<file path="src/rtl/gps_pkg.sv">
// Shared types and constants for the GPS multi-SV capture front end and the AES stage behind it.
package gps_pkg;
  localparam int SV_W = 6;

  typedef enum logic [1:0] {IDLE, LOAD, CAPTURE, PRESENT} state_e;

  // Key used by the downstream AES stage
  localparam logic [127:0] AES_KEY = 128'h2b7e_1516_28ae_d2a6_abf7_1588_09cf_4f3c;
endpackage

</file>
<file path="src/rtl/gps_shift_capture.sv">
// Serial-in shift register, first bit ends at MSB; saturating count stops shifting once LEN bits are in.
module gps_shift_capture #(
  parameter int LEN = 8
) (
  input  logic           clk,
  input  logic           rst_n,
  input  logic           clr,
  input  logic           en,
  input  logic           din,
  output logic           full_o,
  output logic [LEN-1:0] data_o
);
  localparam int CW = $clog2(LEN + 1);

  logic [CW-1:0]  cnt;
  logic [LEN-1:0] nxt;

  assign full_o = (cnt == CW'(LEN));

  generate
    if (LEN == 1) begin : g_one
      assign nxt = din;
    end else begin : g_multi
      assign nxt = {data_o[LEN-2:0], din};
    end
  endgenerate

  // clr resets only the count; the data keeps its last block until overwritten
  always_ff @(posedge clk or negedge rst_n) begin
    if (!rst_n) begin
      cnt    <= '0;
      data_o <= '0;
    end else if (clr) begin
      cnt <= '0;
    end else if (en && !full_o) begin
      cnt    <= cnt + 1'b1;
      data_o <= nxt;
    end
  end
endmodule

</file>
<file path="src/rtl/gps_multi_sv_capture.sv">
// Round sequencer: per SV reload generators, capture C/A and P chips, present block on valid/ready.
// Optional GPS_CAPTURE_STATS_EN adds stall_cnt_out (cycles presented but not accepted).
module gps_multi_sv_capture
  import gps_pkg::*;
#(
  parameter int NUM_SV = 4,
  parameter int CA_LEN = 13,
  parameter int P_LEN  = 128
) (
  input  logic                     gps_clk,
  input  logic                     async_rst_n_in,
  input  logic                     start_round_in,
  input  logic [NUM_SV*SV_W-1:0]   sv_list_in,
  output logic [SV_W-1:0]          gen_sv_out,
  output logic                     gen_load_out,
  output logic                     gen_en_out,
  input  logic                     ca_tick_in,
  input  logic                     ca_bit_in,
  input  logic                     p_bit_in,
  output logic [CA_LEN-1:0]        ca_code_out,
  output logic [P_LEN-1:0]         p_block_out,
  output logic [SV_W-1:0]          blk_sv_out,
  output logic                     blk_valid_out,
  input  logic                     blk_ready_in,
  output logic                     busy_out,
  output logic                     round_done_out
`ifdef GPS_CAPTURE_STATS_EN
  ,output logic [15:0]             stall_cnt_out
`endif
);
  localparam int IW = (NUM_SV > 1) ? $clog2(NUM_SV) : 1;

  state_e                   state, state_nxt;
  logic                     start_q;
  logic [NUM_SV*SV_W-1:0]   sv_lat;
  logic [IW-1:0]            idx;
  logic                     start_edge, handshake, last_sv;
  logic                     ca_full, p_full;

  assign start_edge = start_round_in & ~start_q;
  assign handshake  = (state == PRESENT) & blk_ready_in;
  assign last_sv    = (idx == IW'(NUM_SV - 1));

  assign gen_sv_out    = sv_lat[idx*SV_W +: SV_W];
  assign blk_sv_out    = gen_sv_out;
  assign gen_load_out  = (state == LOAD);
  assign gen_en_out    = (state == CAPTURE);
  assign blk_valid_out = (state == PRESENT);
  assign busy_out      = (state != IDLE);

  always_comb begin
    state_nxt = state;
    case (state)
      IDLE:    if (start_edge) state_nxt = LOAD;
      LOAD:    state_nxt = CAPTURE;
      CAPTURE: if (ca_full && p_full) state_nxt = PRESENT;
      PRESENT: if (handshake) state_nxt = last_sv ? IDLE : LOAD;
      default: state_nxt = IDLE;
    endcase
  end

  always_ff @(posedge gps_clk or negedge async_rst_n_in) begin
    if (!async_rst_n_in) begin
      state          <= IDLE;
      start_q        <= 1'b0;
      sv_lat         <= '0;
      idx            <= '0;
      round_done_out <= 1'b0;
    end else begin
      state          <= state_nxt;
      start_q        <= start_round_in;
      round_done_out <= handshake & last_sv;
      if (state == IDLE && start_edge) begin
        sv_lat <= sv_list_in;
        idx    <= '0;
      end else if (handshake && !last_sv) begin
        idx <= idx + 1'b1;
      end
    end
  end

  gps_shift_capture #(.LEN(CA_LEN)) u_ca_cap (
    .clk    (gps_clk),
    .rst_n  (async_rst_n_in),
    .clr    (gen_load_out),
    .en     (gen_en_out & ca_tick_in),
    .din    (ca_bit_in),
    .full_o (ca_full),
    .data_o (ca_code_out)
  );

  // P chips are valid on every enabled cycle, so no tick qualifier
  gps_shift_capture #(.LEN(P_LEN)) u_p_cap (
    .clk    (gps_clk),
    .rst_n  (async_rst_n_in),
    .clr    (gen_load_out),
    .en     (gen_en_out),
    .din    (p_bit_in),
    .full_o (p_full),
    .data_o (p_block_out)
  );

`ifdef GPS_CAPTURE_STATS_EN
  always_ff @(posedge gps_clk or negedge async_rst_n_in) begin
    if (!async_rst_n_in)
      stall_cnt_out <= '0;
    else if (state == IDLE && start_edge)
      stall_cnt_out <= '0;
    else if (blk_valid_out && !blk_ready_in && stall_cnt_out != 16'hFFFF)
      stall_cnt_out <= stall_cnt_out + 16'd1;
  end
`endif
endmodule

</file>
<file path="config.mk">
export PLATFORM = sky130hd
export DESIGN_NAME = gps_multi_sv_capture
export DESIGN_NICKNAME = d
export VERILOG_FILES = /design/src/rtl/gps_pkg.sv /design/src/rtl/gps_shift_capture.sv /design/src/rtl/gps_multi_sv_capture.sv
export SDC_FILE = /design/constraint.sdc
export NUM_CORES = 1
export LEC_CHECK = 0
export CORE_AREA = 2 2 152 154
export DETAILED_ROUTE_END_ITERATION = 12
export DIE_AREA = 0 0 154 156
export PLACE_DENSITY_LB_ADDON = 0.25
export SLEW_MARGIN = 10
export SYNTH_ARGS = -nofsm -noshare
export SYNTH_HDL_FRONTEND = slang
export SYNTH_SLANG_ARGS = --single-unit
</file>
<file path="constraint.sdc">
create_clock -name gps_clk -period 3.42 [get_ports gps_clk]
set_input_delay 0.684 -clock gps_clk [delete_from_list [all_inputs] [get_ports gps_clk]]
set_output_delay 0.684 -clock gps_clk [all_outputs]
set_load 0.05 [all_outputs]
</file>
# Word-level counts from Yosys, hierarchy flattened

Cells that the tools add are included.

Output and inout bits: 158
Register bits: 183
Word-level logic and storage cells: 56
Bits of input ports: 31

Mux-type cells: 11
Shift-type cells: 1
Equal/unequal tests: 9
Reduce and logical (&&, ||, !) cells: 16
Add/sub/neg operators: 3
Multiply operators: 1
Bitwise gates (word level): 6

Operators by type and width:

| operator                                                           | number |
|---|---|
| 24-bit by 6-bit indexed part select with 6-bit output              | 1 |
| 8-bit two-way mux                                                  | 2 |
| 2-bit two-way mux                                                  | 5 |
| 8-bit by 1-bit adder with 8-bit output, second input constant      | 1 |
| 8-bit == test, second input constant                               | 1 |
| 4-bit two-way mux                                                  | 2 |
| 2-bit one-hot mux with 4 select lines                              | 1 |
| 2-bit nonzero test                                                 | 4 |
| 2-bit == test, second input constant                               | 3 |
| 1-bit logical AND                                                  | 5 |
| 4-bit by 1-bit adder with 4-bit output, second input constant      | 1 |
| 1-bit AND                                                          | 4 |
| 4-bit == test, second input constant                               | 1 |
| 2-bit by 2-bit multiplier with 4-bit output, second input constant | 1 |
| 2-bit by 1-bit != test with 1-bit output, second input constant    | 2 |
| 2-bit AND reduction                                                | 2 |
| 1-bit zero test                                                    | 3 |
| 3-bit AND reduction                                                | 1 |
| 2-bit by 1-bit adder with 2-bit output, second input constant      | 1 |
| 2-bit by 1-bit == test with 1-bit output, second input constant    | 1 |
| 2-bit zero test                                                    | 1 |
| 2-bit != test, second input constant                               | 1 |
| 1-bit NOT                                                          | 2 |
| 1-bit two-way mux                                                  | 1 |

# Depth between registers and ports, before layout

Gate-level depths: netlist of run 1.

Word-level depth: 5
Depth in mapped cells: 8
Gate-level depth less buffers: 6

# Hierarchy

A second synthesis of run 1 with hierarchy kept.

Cells, all modules: 469
Area total of the unflattened synthesis: 8022.7 um^2

Modules (own cells, without submodules):

| module                        | area each (um^2) | times used | cells each | seq. area each (um^2) |
|---|---|---|---|---|
| gps_shift_capture at u_p_cap  | 5794.3           | 1          | 319        | 3403.3 |
| gps_multi_sv_capture          | 1451.4           | 1          | 97         | 750.7 |
| gps_shift_capture at u_ca_cap | 777.0            | 1          | 53         | 425.4 |

# Worst setup path before layout of run 1

Ideal clock, no wire load.

Path kind: register -> output
Start point: reg idx[0]
End point: out gen_sv_out[0]
Stages on the path, launching flop included: 4
Required time: 2.736 ns
Buffers on the path: 2
Setup slack: 1.052 ns
Data arrival time: 1.684 ns
Cells stage by stage: dfrtp_1 clkbuf_1 mux4_2 buf_4

Longest elaborated chain between the ends: 2

Ends and longest elaborated chain:

| element                                               | RTL line                   | text |
|---|---|---|
| from (decl)                                           | gps_multi_sv_capture.sv:36 | `logic [IW-1:0] idx;` |
| from (signal assigned)                                | gps_multi_sv_capture.sv:77 | `idx <= idx + 1'b1;` |
| 2-bit by 2-bit multiplier with 4-bit output           | gps_multi_sv_capture.sv:44 | `assign gen_sv_out = sv_lat[idx*SV_W +: SV_W];` |
| 24-bit by 6-bit indexed part select with 6-bit output | gps_multi_sv_capture.sv:44 |  |
| to (decl)                                             | gps_multi_sv_capture.sv:14 | `output logic [SV_W-1:0] gen_sv_out,` |

No other way between the ends.

# Worst setup path after layout of run 1

Ends and elaborated chain as after synthesis.

==> key figures, run 1 <==
Run status
  – Outcome: completed

Critical path
  – Setup Crit Path Kind: flop to primary output
  – Worst EP required: 2.74 ns
  – R2R depth: 7
  – Critical-path cell list: mux4_2 > clkdlybuf4s50_1
  – Reg2reg end: u_p_cap.data_o[98]
  – Crit path largest cell delay: approximately 0.7 ns
  – Worst r2r src: state[0]
  – Worst-path fanout max: 8
  – CP max stage cell: clkdlybuf4s50_1
  – Crit end category: primary output
  – CP Launch Type: flop
  – CP startpoint: idx[0]
  – CP arrival: 2.34 ns
  – FF-to-FF setup slack: about 1.2 ns

Route
  – Initial drt markers: around 140
  – Vias/cell: 4.55
  – WL/cell: 16.4 um
  – Via count: 4296
  – Routed Antenna Nets: 0
  – First-pass DRT Iterations: 4
  – Number of remaining DRC errors: 0
  – WL final: 15500 um

Timing
  – Achievable Freq: 0.331 GHz
  – Endpoints failing setup: 0
  – Final min period: between 3 and 4 ns
  – TNS Setup: 0 ns
  – Slew @ Worst Pin: 0.762 ns
  – Clock Skew: about 0.0087 ns
  – Max transition margin: 49.2%
  – Pins Over Slew Limit: 0
  – WHS: ~0.31 ns
  – RSZ-0062 raised after global routing: no
  – Fin crit share: 88.4%
  – Fin. Hold Viols: 0
  – Final worst setup slack: 0.396 ns

Die
  – Site Rows: 55
  – Die Width: 154 um
  – Starting density of the core: 34.6%
  – I/O pin count: between 150 and 200
  – Core area: 22400 um2
  – Die area: 24000 um2
  – Die Height: 156 um

Clocking
  – Clock Sink Count: 183
  – CTS max path bufs: 2
  – Post-cts resize count: 0
  – H-Tree Depth: 4
  – Latest clock arrival within the worst-skew pair: 0.43 ns
  – CTS tree: yes
  – Clock Pin Slew Worst Setup and Hold Paths: 0.07 ns
  – Hold buffer count at CTS: 0
  – CTS Buf Count: 17
  – Root buf cell: clkbuf_16
  – Postcts setup bufs: 0

Pwr
  – Tot Pwr: 7.48 mW
  – Leakage: 4.78 nW
  – PwrDens: 715 nW/um2
  – Maximum VDD drop: 0.000406 V

Synthesis
  – Async SR Flop Fraction: 100%
  – Multiplexer share of the synthesized area: 31.1%
  – Largest family of logic cells by synthesized area: multiplexers
  – Leading area contributor after synthesis: dfrtp_1
  – Top cells by area, synth: dfrtp_1, mux2_4, mux2_2
  – FF+latch count, synth: between 150 and 200
  – Synthesized area per cell: 16.9 um2
  – Cell Area, Synth: 7750 um2
  – Post-synthesis compound-gate area fraction: 1.03%
  – Syn Inst Count: ~460
  – Syn_nets: ~500
  – Top cells by count, synth: dfrtp_1, mux2_4, mux2_2
  – Post-synth top area share: approximately three fifths
  – Main synth FF type: dfrtp_1
  – Synthesis Warnings: 0
  – Area share of fa/ha/maj cells after synthesis: 1.61%
  – Seq/Total Area, Yosys: 59.1%
  – EDFF count, synth: 0
  – Simple-gate area share of the yosys netlist: 2.54%
  – Count leader, synth: dfrtp_1
  – Post-synthesis xor/xnor area fraction: 1.24%
  – Netlist cell types: 34

Finish
  – Fin util: 46.8%
  – Antenna Cells: 0
  – Syn-to-layout area delta: 35.1%
  – NumNets Final: 688
  – Share of layout cells above drive strength 1: about a third

Global route
  – Grt total ovfl: 0
  – Met3 GRT Util: 3.86%
  – Pin count of the biggest net entering global routing: 83
  – Initial antenna violation count: 0
  – Met2 Use GR: 21.2%
  – Met1 usage: 17.2%
  – First-pass GRT wire length: 25300 um
  – Total GRT Usage: a little over an eighth
  – Vias in the first global route: 4640
  – Grt peak-use layer: met2

Placed design
  – Dpl ws: 0.799 ns
  – Post-DP HPWL: roughly 11000 um
  – Final GP Congestion: between 0.7 and 0.8
  – I/O Buffers: roughly 190

Run
  – Max Cap Viol: 0

Hold path
  – Min-delay worst type: input pin to async pin
-- cells by family after synthesis --
logic type | Yosys count
and+or+nand+nor | 36
AOI/OAI and AO/OA | 9
DFF | 183
xor gates and xnor gates | 11
muxes | 174
buffers and inverters | 35
adders and majority gates | 10
-- state kept, by name, indices dropped and copies added (netlist names) --
signal and cells:
u_ca_cap.data_o 13, round_done_out 1, state 2, idx 2
u_p_cap.data_o 128, sv_lat 24, u_p_cap.cnt 8, u_ca_cap.cnt 4
start_q 1
-- report_power, final --
| group | internal, mW | switching, mW | leakage (nW) |
|---|---|---|---|
| sequential | 2.44 | 0.210 | 2.48 |
| clock | 1.03 | 0.915 | 0.281 |
| combinational | 1.22 | 1.66 | 2.02 |
| total | 4.70 | 2.78 | 4.78 |
-- stage by stage --
| stage | instances | area (um2) |
|---|---|---|
| floorplan | 458 | 7750 |
| global placement | 913 | 9880 |
| detailed placement | 913 | 9880 |
| CTS | 944 | 10500 |
| global route | 944 | 10500 |
| finish | 944 | 10500 |
-- worst max-delay path, delay by kind of cell (launching register included) --
family	cells	cell delay, ns
DFF	1	0.62
muxes	1	0.58
buffers and inverters	1	0.72
-- metal layers --
layer / vias to the layer above / part of all wire (%)
li1: 1977 / -
met2: 127 / 47
met5: - / 0
met4: 0 / 1.7
met3: 18 / 5.4
met1: 2174 / 46
-- worst max path at each step --
stage | to | slack, ns | depth (start not counted)
CTS | blk_sv_out[0] | 0.33 | 2
finish | gen_sv_out[0] | 0.40 | 2
floorplan | gen_sv_out[0] | 1.05 | 3
detailed placement | blk_sv_out[0] | 0.80 | 2
global route | blk_sv_out[4] | 0.25 | 2
global placement | gen_sv_out[3] | 0.82 | 2
-- cells in the final DEF, fill, tap and decap left out, drive strengths merged, types with 3 or more instances in the layout --
cell type,instances
clkinv,5
clkbuf,17
and3,5
xor2,8
dfrtp,183
mux2,167
nor2,13
clkdlybuf4s50,187
nand4,5
buf,11
inv,13
mux4,6
nand3,3
ha,10
xnor2,3
-- cell type report --
cell class                 count  area (um2)
clock buffer                  17         425
inverter                       7        26.3
tap                          285         357
timing repair buffer         198        2010
fill                        1953       11900
sequential                   183        4580
multi-input combinational    240        2910
clock inverter                14         159
(Power assumes the default switching activity.)
==> run 2, diff against run 1 <==
- TNS_END_PERCENT: default -> 5
==> results of run 2 <==
Same layout as run 1: the final DEF is identical, and so are final timing and power.
